## src/rtl/mdu_hilo.sv

```systemverilog
// Iterative MULT/MULTU/DIV/DIVU unit owning the architectural HI/LO registers.
// Latency: XLEN+1 cycles from the accepting edge to the done pulse; busy high throughout.
// Backpressure: no handshake; busy stalls the pipeline, start while busy is ignored, cancel aborts.
//
// Ports:
//   clk, rst          rising-edge clock, synchronous active-high reset
//   start, op         launch an operation (00 MULT, 01 MULTU, 10 DIV, 11 DIVU)
//   rs_val, rt_val    multiplicand/dividend, multiplier/divisor (captured at the accepting edge)
//   cancel            pipeline flush; drops the operation in flight
//   mthi, mtlo        write wr_data into HI / LO while idle
//   hi, lo            architectural HI/LO registers
//   busy              operation in progress
//   done              one-cycle pulse when HI/LO hold a new result
//   div_by_zero       one-cycle pulse alongside done for a zero divisor
module mdu_hilo #(
  parameter int XLEN  = 32,
  parameter int CNT_W = 6
) (
  input  logic            clk,
  input  logic            rst,
  input  logic            start,
  input  logic [1:0]      op,
  input  logic [XLEN-1:0] rs_val,
  input  logic [XLEN-1:0] rt_val,
  input  logic            cancel,
  input  logic            mthi,
  input  logic            mtlo,
  input  logic [XLEN-1:0] wr_data,
  output logic [XLEN-1:0] hi,
  output logic [XLEN-1:0] lo,
  output logic            busy,
  output logic            done,
  output logic            div_by_zero
);

  typedef enum logic [1:0] {IDLE, CALC, FIX} state_t;

  state_t state, state_nxt;

  logic              is_div;     // captured op[1]
  logic              sign_a;     // dividend / multiplicand was negative (signed ops only)
  logic              sign_b;     // divisor / multiplier was negative (signed ops only)
  logic [XLEN-1:0]   op_a;       // magnitude of rs
  logic [XLEN-1:0]   op_b;       // magnitude of rt
  logic [XLEN-1:0]   raw_a;      // rs as given, returned in HI on divide by zero
  logic [2*XLEN-1:0] acc;        // mult: {partial sum, multiplier}; div: {remainder, dividend/quotient}
  logic [CNT_W-1:0]  cnt;

  logic              accept;
  logic              in_signed;
  logic              rs_neg, rt_neg;
  logic [XLEN-1:0]   rs_mag, rt_mag;

  logic [XLEN:0]     mul_sum;
  logic [XLEN:0]     div_trial;
  logic [XLEN-1:0]   div_diff;
  logic              div_ge;
  logic [2*XLEN-1:0] acc_step;

  logic [2*XLEN-1:0] prod_fix;
  logic [XLEN-1:0]   quo, rem;
  logic [XLEN-1:0]   res_hi, res_lo;
  logic              b_zero;

  // ---------------------------------------------------------------- FSM
  always_ff @(posedge clk) begin
    if (rst) state <= IDLE;
    else     state <= state_nxt;
  end

  always_comb begin
    state_nxt = state;
    case (state)
      IDLE:    if (start && !cancel) state_nxt = CALC;
      CALC:    if (cancel) state_nxt = IDLE;
               else if (cnt == CNT_W'(XLEN-1)) state_nxt = FIX;
      FIX:     state_nxt = IDLE;
      default: state_nxt = IDLE;
    endcase
  end

  always_comb begin
    busy = (state != IDLE);
  end

  // ---------------------------------------------------------------- operand capture
  assign accept    = (state == IDLE) && start && !cancel;
  assign in_signed = ~op[0];
  assign rs_neg    = in_signed & rs_val[XLEN-1];
  assign rt_neg    = in_signed & rt_val[XLEN-1];
  assign rs_mag    = rs_neg ? (~rs_val + XLEN'(1)) : rs_val;
  assign rt_mag    = rt_neg ? (~rt_val + XLEN'(1)) : rt_val;

  // ---------------------------------------------------------------- one radix-2 step
  always_comb begin
    // Multiply: add multiplicand into the upper half when the multiplier LSB is set, then shift right.
    mul_sum   = {1'b0, acc[2*XLEN-1:XLEN]} + (acc[0] ? {1'b0, op_a} : '0);
    // Restoring divide: shift next dividend bit into the remainder and try to subtract.
    // The remainder stays below the divisor, so a successful difference fits in XLEN bits.
    div_trial = {acc[2*XLEN-1:XLEN], acc[XLEN-1]};
    div_ge    = (div_trial >= {1'b0, op_b});
    div_diff  = div_trial[XLEN-1:0] - op_b;
    if (is_div)
      acc_step = {(div_ge ? div_diff : div_trial[XLEN-1:0]), acc[XLEN-2:0], div_ge};
    else
      acc_step = {mul_sum, acc[XLEN-1:1]};
  end

  // ---------------------------------------------------------------- sign correction
  always_comb begin
    prod_fix = (sign_a ^ sign_b) ? (~acc + (2*XLEN)'(1)) : acc;
    quo      = acc[XLEN-1:0];
    rem      = acc[2*XLEN-1:XLEN];
    b_zero   = (op_b == '0);
    if (is_div) begin
      if (b_zero) begin
        res_hi = raw_a;
        res_lo = '1;
      end else begin
        // Remainder follows the dividend; quotient negates on differing signs.
        // The most negative dividend over -1 naturally wraps back to itself.
        res_hi = sign_a            ? (~rem + XLEN'(1)) : rem;
        res_lo = (sign_a ^ sign_b) ? (~quo + XLEN'(1)) : quo;
      end
    end else begin
      res_hi = prod_fix[2*XLEN-1:XLEN];
      res_lo = prod_fix[XLEN-1:0];
    end
  end

  // ---------------------------------------------------------------- datapath and HI/LO
  always_ff @(posedge clk) begin
    if (rst) begin
      hi          <= '0;
      lo          <= '0;
      done        <= 1'b0;
      div_by_zero <= 1'b0;
      cnt         <= '0;
      acc         <= '0;
      is_div      <= 1'b0;
      sign_a      <= 1'b0;
      sign_b      <= 1'b0;
      op_a        <= '0;
      op_b        <= '0;
      raw_a       <= '0;
    end else begin
      done        <= 1'b0;
      div_by_zero <= 1'b0;
      case (state)
        IDLE: begin
          // Moves land now even alongside a start; the later FIX overwrites them.
          if (mthi) hi <= wr_data;
          if (mtlo) lo <= wr_data;
          if (accept) begin
            is_div <= op[1];
            sign_a <= rs_neg;
            sign_b <= rt_neg;
            op_a   <= rs_mag;
            op_b   <= rt_mag;
            raw_a  <= rs_val;
            cnt    <= '0;
            acc    <= op[1] ? {{XLEN{1'b0}}, rs_mag} : {{XLEN{1'b0}}, rt_mag};
          end
        end
        CALC: begin
          if (!cancel) begin
            acc <= acc_step;
            cnt <= cnt + CNT_W'(1);
          end
        end
        FIX: begin
          if (!cancel) begin
            hi          <= res_hi;
            lo          <= res_lo;
            done        <= 1'b1;
            div_by_zero <= is_div && b_zero;
          end
        end
        default: ;
      endcase
    end
  end

endmodule
```

## config.mk

```make
export PLATFORM = sky130hd
export DESIGN_NAME = mdu_hilo
export DESIGN_NICKNAME = d
export VERILOG_FILES = /design/src/rtl/mdu_hilo.sv
export SDC_FILE = /design/constraint.sdc
export NUM_CORES = 1
export LEC_CHECK = 0
export ABC_AREA = 1
export BUFFER_PORTS_ARGS = -buffer_cell sky130_fd_sc_hd__buf_2
export CAP_MARGIN = 10
export CORE_ASPECT_RATIO = 1.4
export CORE_MARGIN = 2
export CORE_UTILIZATION = 45
export CTS_BUF_LIST = sky130_fd_sc_hd__clkbuf_8
export DETAILED_ROUTE_END_ITERATION = 7
export SETUP_SLACK_MARGIN = 0.15
export SLEW_MARGIN = 5
export SYNTH_ARGS = -nofsm -noshare
export SYNTH_HDL_FRONTEND = slang
export SYNTH_SLANG_ARGS = --single-unit
```

## constraint.sdc

```tcl
create_clock -name clk -period 6.5 [get_ports clk]
set_input_delay 1.3 -clock clk [delete_from_list [all_inputs] [get_ports clk]]
set_output_delay 1.3 -clock clk [all_outputs]
set_load 0.03 [all_outputs]
```

Word level (Yosys, flattened, before mapping) --
Index checks and enable logic that the tools add are counted. W data, S select, Z words.
Operators by class: eq/ne operators 10, muxes and demuxes 30, $lt $le $gt $ge 1, $add $sub $neg 8, reductions and logical operators 17, bitwise operators 10
Operators with widths (count):
- $mux W32 | 15
- $mux W64 | 4
- $add A32 B1 Y32 const B | 4
- $not A32 Y32 | 4
- $pmux W32 S2 | 2
- $pmux W64 S2 | 1
- $add A64 B1 Y64 const B | 1
- $not A64 Y64 | 1
- $add A32 B32 Y33 | 1
- $ge A33 B32 Y1 | 1
- $logic_not A32 Y1 | 1
- $sub A32 B32 Y32 | 1
- $mux W6 | 2
- $ne A2 B2 Y1 const B | 6
- $pmux W6 S2 | 1
- $reduce_and A3 Y1 | 3
- $add A6 B1 Y6 const B | 1
- $eq A6 B5 Y1 const B | 1
- $mux W2 | 3
- $reduce_bool A2 Y1 | 3
- $logic_and A1 B1 Y1 | 4
- $pmux W2 S2 | 1
- $reduce_and A2 Y1 | 2
- $ne A3 B3 Y1 const B | 1
- 10 further kinds | 12
Storage, ports and cells: output and inout bits 67, register bits after elaboration 237, logic and storage cells 89

Logic depth before layout (Yosys ltp) --
Gate-level depths: netlist of the first run.
depth in word-level cells 7, gate-level depth with buffers 20, mapped depth without buffers 18

Least setup slack after synthesis of the first run --
Ideal clock, no wire load.
kind input-to-reg, start point input port rt_val[0], end point register acc[26], cell stages on the path 12, data arrival time 2.676 ns, setup slack 3.701 ns, required time 6.378 ns, library setup time 0.122 ns, cell sequence inv_1 -> ha_1 -> nand3_1 -> nor2_2 -> nand3_1 -> or2_1 -> nand2_1 -> nand2_1 -> nand2_1 -> nand2_1 -> o211ai_1 -> a21oi_1
On the way: longest elaborated chain between the ends 6
Ends and longest elaborated chain:
- start: declaration | RTL line 24 | input logic [XLEN-1:0] rt_val,
- $not A32 Y32 | RTL line 92 | assign rt_mag = rt_neg ? (~rt_val + XLEN'(1)) : rt_val;
- $add A32 B1 Y32 | RTL line 92
- $mux W32 | RTL line 92
- $mux W32 | RTL line 162 | acc <= op[1] ? {{XLEN{1'b0}}, rs_mag} : {{XLEN{1'b0}}, rt_mag};
- $mux W64 | RTL line 154 | if (accept) begin
- $pmux W64 S2 | RTL line 149 | case (state)
- end signal: assignment | RTL line 162
- end signal: assignment | RTL line 167 | acc <= acc_step;
- end: declaration | RTL line 46 | logic [2*XLEN-1:0] acc;
No other way between the ends. The select of a mux whose other input is x is not followed. A chain may end at the register's enable or synchronous reset.

Worst setup path after layout of the first run --
start point register sign_a, end point register lo[10]
On the way: longest elaborated chain between the ends 6, elaborated cells on any way between the ends 7, classes of those cells mux: 6; bitwise: 1
Ends and longest elaborated chain:
- start: declaration | RTL line 41 | logic sign_a;
- start signal: assignment | RTL line 156 | sign_a <= rs_neg;
- $xor A1 B1 Y1 * | RTL line 111, 123
- $mux W32 | RTL line 123 | res_lo = (sign_a ^ sign_b) ? (~quo + XLEN'(1)) : quo;
- $mux W32 | RTL line 116 | if (b_zero) begin
- $mux W32 * | RTL line 115 | if (is_div) begin
- $mux W32 * | RTL line 172 | if (!cancel) begin
- $pmux W32 S2 * | RTL line 149
- end signal: assignment | RTL line 153 | if (mtlo) lo <= wr_data;
- end signal: assignment | RTL line 174 | lo <= res_lo;
- end: declaration | RTL line 30 | output logic [XLEN-1:0] lo,
Mark *: on every way between the ends. The rest lies on a longest branch, timed or not. The select of a mux whose other input is x is not followed.

==> reports/qor.yml, run 1 <==
outcome:
  status: "finished, violations left"
  violations: "DRC"
synthesis:
  async_flop_share: 0
  avgSynthCellArea_um2: 5.78
  synth-edff-count: 0
  synth.distinct_cells: 53
  synthFlopType: "dfxtp_1"
  postSynthNetCount: 3679
  synthCells: 3504
  ys_seq_area_frac: 0.233
  ys_ff_latch: 236
  yosysTopAreaCell: "dfxtp_1"
  synth_area_leaders: "dfxtp_1 23%, nand2_1 18%, inv_1 8.6%"
  netlist_area_um2: 20300
  synth_top_area_share: 0.233
  yosysWarningCount: 0
clock_network:
  insertion_delay_ns: 0.60
  numCtsBuffers: 40
  clock-sinks: 236
  root_buffer: "clkbuf_8"
  cts_tree: "built"
  cts-hold-fix-buffers: 0
  clkTransAtPathRegs_ns: 0.07
  cts_setup_buffers: 0
  post_cts_resized: 0
  cts_htree_levels: 2
  clock_path_buffers: 3
route:
  drc_errors: 1
  vias_per_cell: 5.84
  via_count: 24400
  route.antenna.remaining_nets: 0
  drt-pass1-iter-count: 8
  routedWlPerCell_um: 23.3
  drtIter0Drc: 2530
  drt-total-wl_mm: 97.3
grt:
  antenna_found_initial: 1
  grt_pass1_wl_mm: 141
  grt_max_degree: 94
  grt-ovfl-total: 0
  grt_pass1_vias: 22700
  grt_usage: 0.404
setup_path:
  cp-start-kind: "flip-flop"
  critPathKind: "flip-flop to flip-flop"
  crit_arrival_ns: 4.17
  reg2reg_from: "sign_a$_SDFFE_PP0P_"
  r2r_cells: 9
  crit_fanout: 54
  required_ns: 6.94
  r2r_end: "lo[10]$_SDFFE_PP0P_"
  end_kind: "flip-flop"
  r2r_slack_ns: 2.77
timing:
  fin_crit_ns: 3.73
  setup_viol: 0
  finalCritPeriodShare: 0.574
  finClkSkew_ns: 0.0317
  fmax_mhz: 268
  worstMarginPinSlew_ns: 1.21
  maxSlewViolCount: 0
  hold_violations: 0
  setup_tns_ns: 0
  rsz0062_at_grt: "no"
  maxSlewHeadroom: 0.194
floorplan:
  rows: 92
  coreArea_um2: 44800
  fp.dieW_um: 183
  dieArea_um2: 46800
  ios: 171
  die_y_um: 255
  start_util: 0.453
hold_path:
  hold_end: "op_a[14]$_SDFFE_PP0P_"
  hold_depth: 2
  min_path_type: "flip-flop to flip-flop"
  hp-start: "op_a[14]$_SDFFE_PP0P_"
finish:
  final_layout_size_suffix_gt1_frac: 0.0921
  fin_area_um2: 22200
  fin_util: 0.496
  fillers: 4902
  final_nets: 3763
  final_cell_mix: "948 x nand2_1, 470 x inv_1, 333 x nand3_1"
  final_common_cell: "nand2_1"
  area_growth_pct: 9.59
  instances_no_fill: 4180
placed_design:
  dp_hpwl_mm: 76.3
  portBuffers: 170
  dp_cells: 4110
  place.gp.congestion: 1.01
  placed_area_um2: 21300
power:
  p_leak_uw: 0.0111
  power_density_nw_per_um2: 199
  fin_total_pwr_uw: 4420
  peakVddDrop_mv: 0.136
run:
  maxCapViolCount: 0
synthesized netlist by cell type (6+ instances only):
cell type	number
nand2_1	948
inv_1	462
nand3_1	334
a21oi_1	298
o21ai_0	294
nor2_1	293
dfxtp_1	236
clkbuf_1	100
xor2_1	97
ha_1	69
nor3_1	49
nand4_1	38
o22ai_1	33
buf_2	28
o211ai_1	24
a31oi_1	22
nor2_2	22
nand3b_1	17
o21ai_1	17
inv_2	13
buf_1	12
nand2_2	11
or2_2	9
o21bai_1	7
nor4_1	6
o31ai_1	6
worst max path at each step:
stage	slack (ns)	startpoint	endpoint
final	2.77	sign_a$_SDFFE_PP0P_	lo[10]$_SDFFE_PP0P_
after floorplan	3.70	rt_val[0]	acc[26]$_SDFFE_PP0P_
after global routing	2.62	cancel	acc[0]$_SDFFE_PP0P_
after global placement	2.47	cancel	acc[0]$_SDFFE_PP0P_
after CTS	2.97	cancel	acc[0]$_SDFFE_PP0P_
after detailed placement	2.35	cancel	acc[0]$_SDFFE_PP0P_
report_power, final:
part | switching [uW] | total [uW] | internal (uW)
combinational | 950 | 1300 | 346
clock | 690 | 1510 | 816
sequential | 85.7 | 1620 | 1530
total | 1730 | 4420 | 2700
cells by family (layout without fill, tap and decap cells):
| family | Yosys count | in the layout | synth area share |
|---|---|---|---|
| AOI/OAI and AO/OA | 717 | 717 | 0.187 |
| xor gates and xnor gates | 100 | 100 | 0.0432 |
| adders and majority gates | 71 | 71 | 0.0446 |
| buffers and inverters | 627 | 738 | 0.121 |
| DFF | 236 | 236 | 0.233 |
| other | 0 | 1 | 0 |
| and+or+nand+nor | 1753 | 1753 | 0.371 |
per-stage QoR:
stage               setup WS, ns  hold WS, ns
floorplan                   3.70        0.448
global placement            2.47        0.462
detailed placement          2.35        0.470
CTS                         2.97        0.481
global route                2.62        0.498
finish                      2.77        0.482
worst max-delay path, cell delays in order, from the launching register on:
cell	delay (ns)
dfxtp_1	0.33
buf_4	0.38
inv_2	0.24
nand2_1	0.14
nand2_2	0.30
inv_2	0.82
nand2_1	0.15
xor2_1	0.17
o21ai_0	0.84
a21oi_1	0.13
state kept, by name, summed over array words and instances, names as in the netlist, 2 cells and up:
name and cells:
cnt 6, op_a 32, raw_a 31, state 2
acc 64, hi 32, op_b 32, lo 32
per-layer routing:
layer  wire [um]  up-vias  global-route usage
met5           0        -                   0
met4        9410        0               0.330
met3        7160      321              0.0589
met2       46000     1242               0.697
met1       34700    11300               0.440
li1            -    11600                   -
final cells by class:
type | count | area [um2] | area share
inverters | 478 | 1800 | 0.0811
clock inverters | 19 | 176 | 0.00794
multi-input cells | 2641 | 13100 | 0.590
flip-flops and latches | 236 | 4730 | 0.213
repair buffers | 191 | 1010 | 0.0454
diodes | 1 | 2.50 | 0.000113
clock buffers | 50 | 688 | 0.0310
well taps | 564 | 706 | 0.0318
Power figures use the tool's default switching activity.
==> run 2: changes to the inputs <==
==> constraint.sdc (replaced) <==
create_clock -name clk -period 3.9 [get_ports clk]
set_input_delay 0.78 -clock clk [delete_from_list [all_inputs] [get_ports clk]]
set_output_delay 0.78 -clock clk [all_outputs]
set_load 0.03 [all_outputs]
==> run 2 against run 1 <==
  * The flow now finishes without violations
  * Critical path depth increased by 3
  * Global-route usage decreased by 0.96 points
  * Highest routed layer unchanged
  * Combinational power increased by 68%
  * Utilization increased by 0.54 points
  * Largest power group unchanged
  * Non-clock buffer count increased by 23
==> reports/qor.yml, run 2 (synthesized netlist as in run 1, its figures left out) <==
route:
  via_count: 24400  # about the same
  drc_errors: 0  # was 1
  drt-pass1-iter-count: 6  # was 8
  routedWlPerCell_um: 22.7  # was 23.3 um
  route.antenna.remaining_nets: 0  # unchanged
  drt-total-wl_mm: 95.3  # was 97.3 mm
  vias_per_cell: 5.79  # was 5.84
  drtIter0Drc: 2218  # was 2530
power:
  peakVddDrop_mv: 0.255  # was 0.136 mV
  power_density_nw_per_um2: 331  # was 199 nW/um2
  p_leak_uw: 0.0112  # was 0.0111 uW
floorplan:
  start_util: 0.453  # unchanged
  rows: 92  # unchanged
  coreArea_um2: 44800  # unchanged
  dieArea_um2: 46800  # unchanged
  fp.dieW_um: 183  # unchanged
  ios: 171  # unchanged
  die_y_um: 255  # unchanged
grt:
  use_met2: 0.670  # was 0.697
  use_met3: 0.0396  # was 0.0589
  antenna_found_initial: 1  # unchanged
  grt_usage: 0.394  # was 0.404
  grt_pass1_wl_mm: 137  # was 141 mm
  grt_busiest_layer: "met2"  # unchanged
  grt-ovfl-total: 0  # unchanged
  grt_pass1_vias: 22700  # about the same
  grt_max_degree: 73  # was 94
  met1_usage: 0.435  # was 0.440
clock_network:
  clock-sinks: 236  # unchanged
  post_cts_resized: 0  # unchanged
  cts-hold-fix-buffers: 0  # unchanged
  numCtsBuffers: 41  # was 40
  root_buffer: "clkbuf_8"  # unchanged
  cts_htree_levels: 2  # unchanged
  clkTransAtPathRegs_ns: 0.07  # about the same
  cts_setup_buffers: 0  # unchanged
  cts_tree: "built"  # unchanged
  clock_path_buffers: 3  # unchanged
  insertion_delay_ns: 0.60  # about the same
setup_path:
  critPathKind: "flip-flop to flip-flop"  # unchanged
  crit_fanout: 41  # was 54
  required_ns: 4.41  # was 6.94 ns
  crit_arrival_ns: 3.86  # was 4.17 ns
  cp-start-kind: "flip-flop"  # unchanged
  end_kind: "flip-flop"  # unchanged
timing:
  hold_violations: 0  # unchanged
  setup_ws_ns: 0.542  # was 2.77 ns
  rsz0062_at_grt: "no"  # unchanged
  worstMarginPinSlew_ns: 1.11  # was 1.21 ns
  fin_crit_ns: 3.36  # was 3.73 ns
  setup_tns_ns: 0  # unchanged
  finClkSkew_ns: 0.0286  # was 0.0317 ns
  setup_viol: 0  # unchanged
  finalCritPeriodShare: 0.861  # was 0.574
  maxSlewHeadroom: 0.262  # was 0.194
  fmax_mhz: 298  # was 268 MHz
  maxSlewViolCount: 0  # unchanged
finish:
  final_nets: 3787  # was 3763
  fin_area_um2: 22500  # was 22200 um2
  multi_input_area_um2: 13100  # unchanged
  largest_register: "acc"  # unchanged
  fillers: 4935  # was 4902
  seqCellArea_um2: 4730  # unchanged
  final_cell_mix: "948 x nand2_1, 472 x inv_1, 333 x nand3_1"  # was 948 x nand2_1, 470 x inv_1, 333 x nand3_1
  area_growth_pct: 10.8  # was 9.59%
  largest_reg_flops: 64  # unchanged
  final_layout_size_suffix_gt1_frac: 0.0980  # was 0.0921
  final_common_cell: "nand2_1"  # unchanged
hold_path:
  min_path_type: "flip-flop to flip-flop"  # unchanged
placed_design:
  dp_hpwl_mm: 76.6  # was 76.3 mm
  place_ws_ns: 0.719  # was 2.35 ns
  portBuffers: 170  # unchanged
  placed_area_um2: 21600  # was 21300 um2
  place.gp.congestion: 1.02  # was 1.01
run:
  maxCapViolCount: 0  # unchanged
outcome:
  status: "finished clean"  # was finished, violations left
-- run 2: changes by cell type in the layout (fill, tap and decap cells not counted), sizes merged --
cell,change
inv,+1
clkbuf,+1
clkinv,+1
buf,+23
-- run 2: worst paths after layout --
path / slack [ns] / cells past startpoint / endpoint / from
max: 0.54 / 12 / acc[63]$_SDFFE_PP0P_ / acc[60]$_SDFFE_PP0P_
min: 0.48 / 2 / op_a[21]$_SDFFE_PP0P_ / op_a[21]$_SDFFE_PP0P_
max reg2reg: 0.54 / 12 / acc[63]$_SDFFE_PP0P_ / acc[60]$_SDFFE_PP0P_
min reg2reg: 0.48 / 2 / op_a[21]$_SDFFE_PP0P_ / op_a[21]$_SDFFE_PP0P_
-- run 2: routing by layer --
layer	vias to the layer above	share of wire
li1	11600	-
met1	11300	0.36
met2	1176	0.47
met3	302	0.062
met4	0	0.11
met5	-	0
-- run 2: final cells by class --
class                   instances  share of cell area
well taps                     564              0.0314
diodes                          1            0.000111
inverters                     478              0.0802
clock buffers                  51              0.0313
flip-flops and latches        236               0.211
clock inverters                21             0.00802
multi-input cells            2641               0.584
repair buffers                214              0.0548
-- run 2: report_power, final --
group	internal, uW	total (uW)	switching [uW]
sequential	2560	2710	151
clock	1380	2530	1150
combinational	593	2190	1590
-- run 2: stage by stage --
| stage | instances | power (uW) | util | hold slack (ns) |
|---|---|---|---|---|
| after floorplan | 3504 | 4110 | - | 0.448 |
| after CTS | 4205 | 7390 | 0.501 | 0.477 |
| final | 4206 | 7420 | 0.501 | 0.481 |
| after detailed placement | 4133 | 4880 | 0.482 | 0.472 |
| after global routing | 4206 | 7710 | 0.501 | 0.501 |
| after global placement | 4133 | 4870 | 0.482 | 0.463 |
-- run 2: worst max-delay path, cell delays in order (launching register included) --
cell,delay (ns)
dfxtp_1,0.66
ha_1,0.46
nand2_1,0.17
nor3_1,0.08
a21oi_1,0.44
nand2_2,0.16
nor2_8,0.24
nand2_4,0.37
inv_2,0.33
nand2_1,0.09
nand3_1,0.09
nand2_1,0.06
a21oi_1,0.12
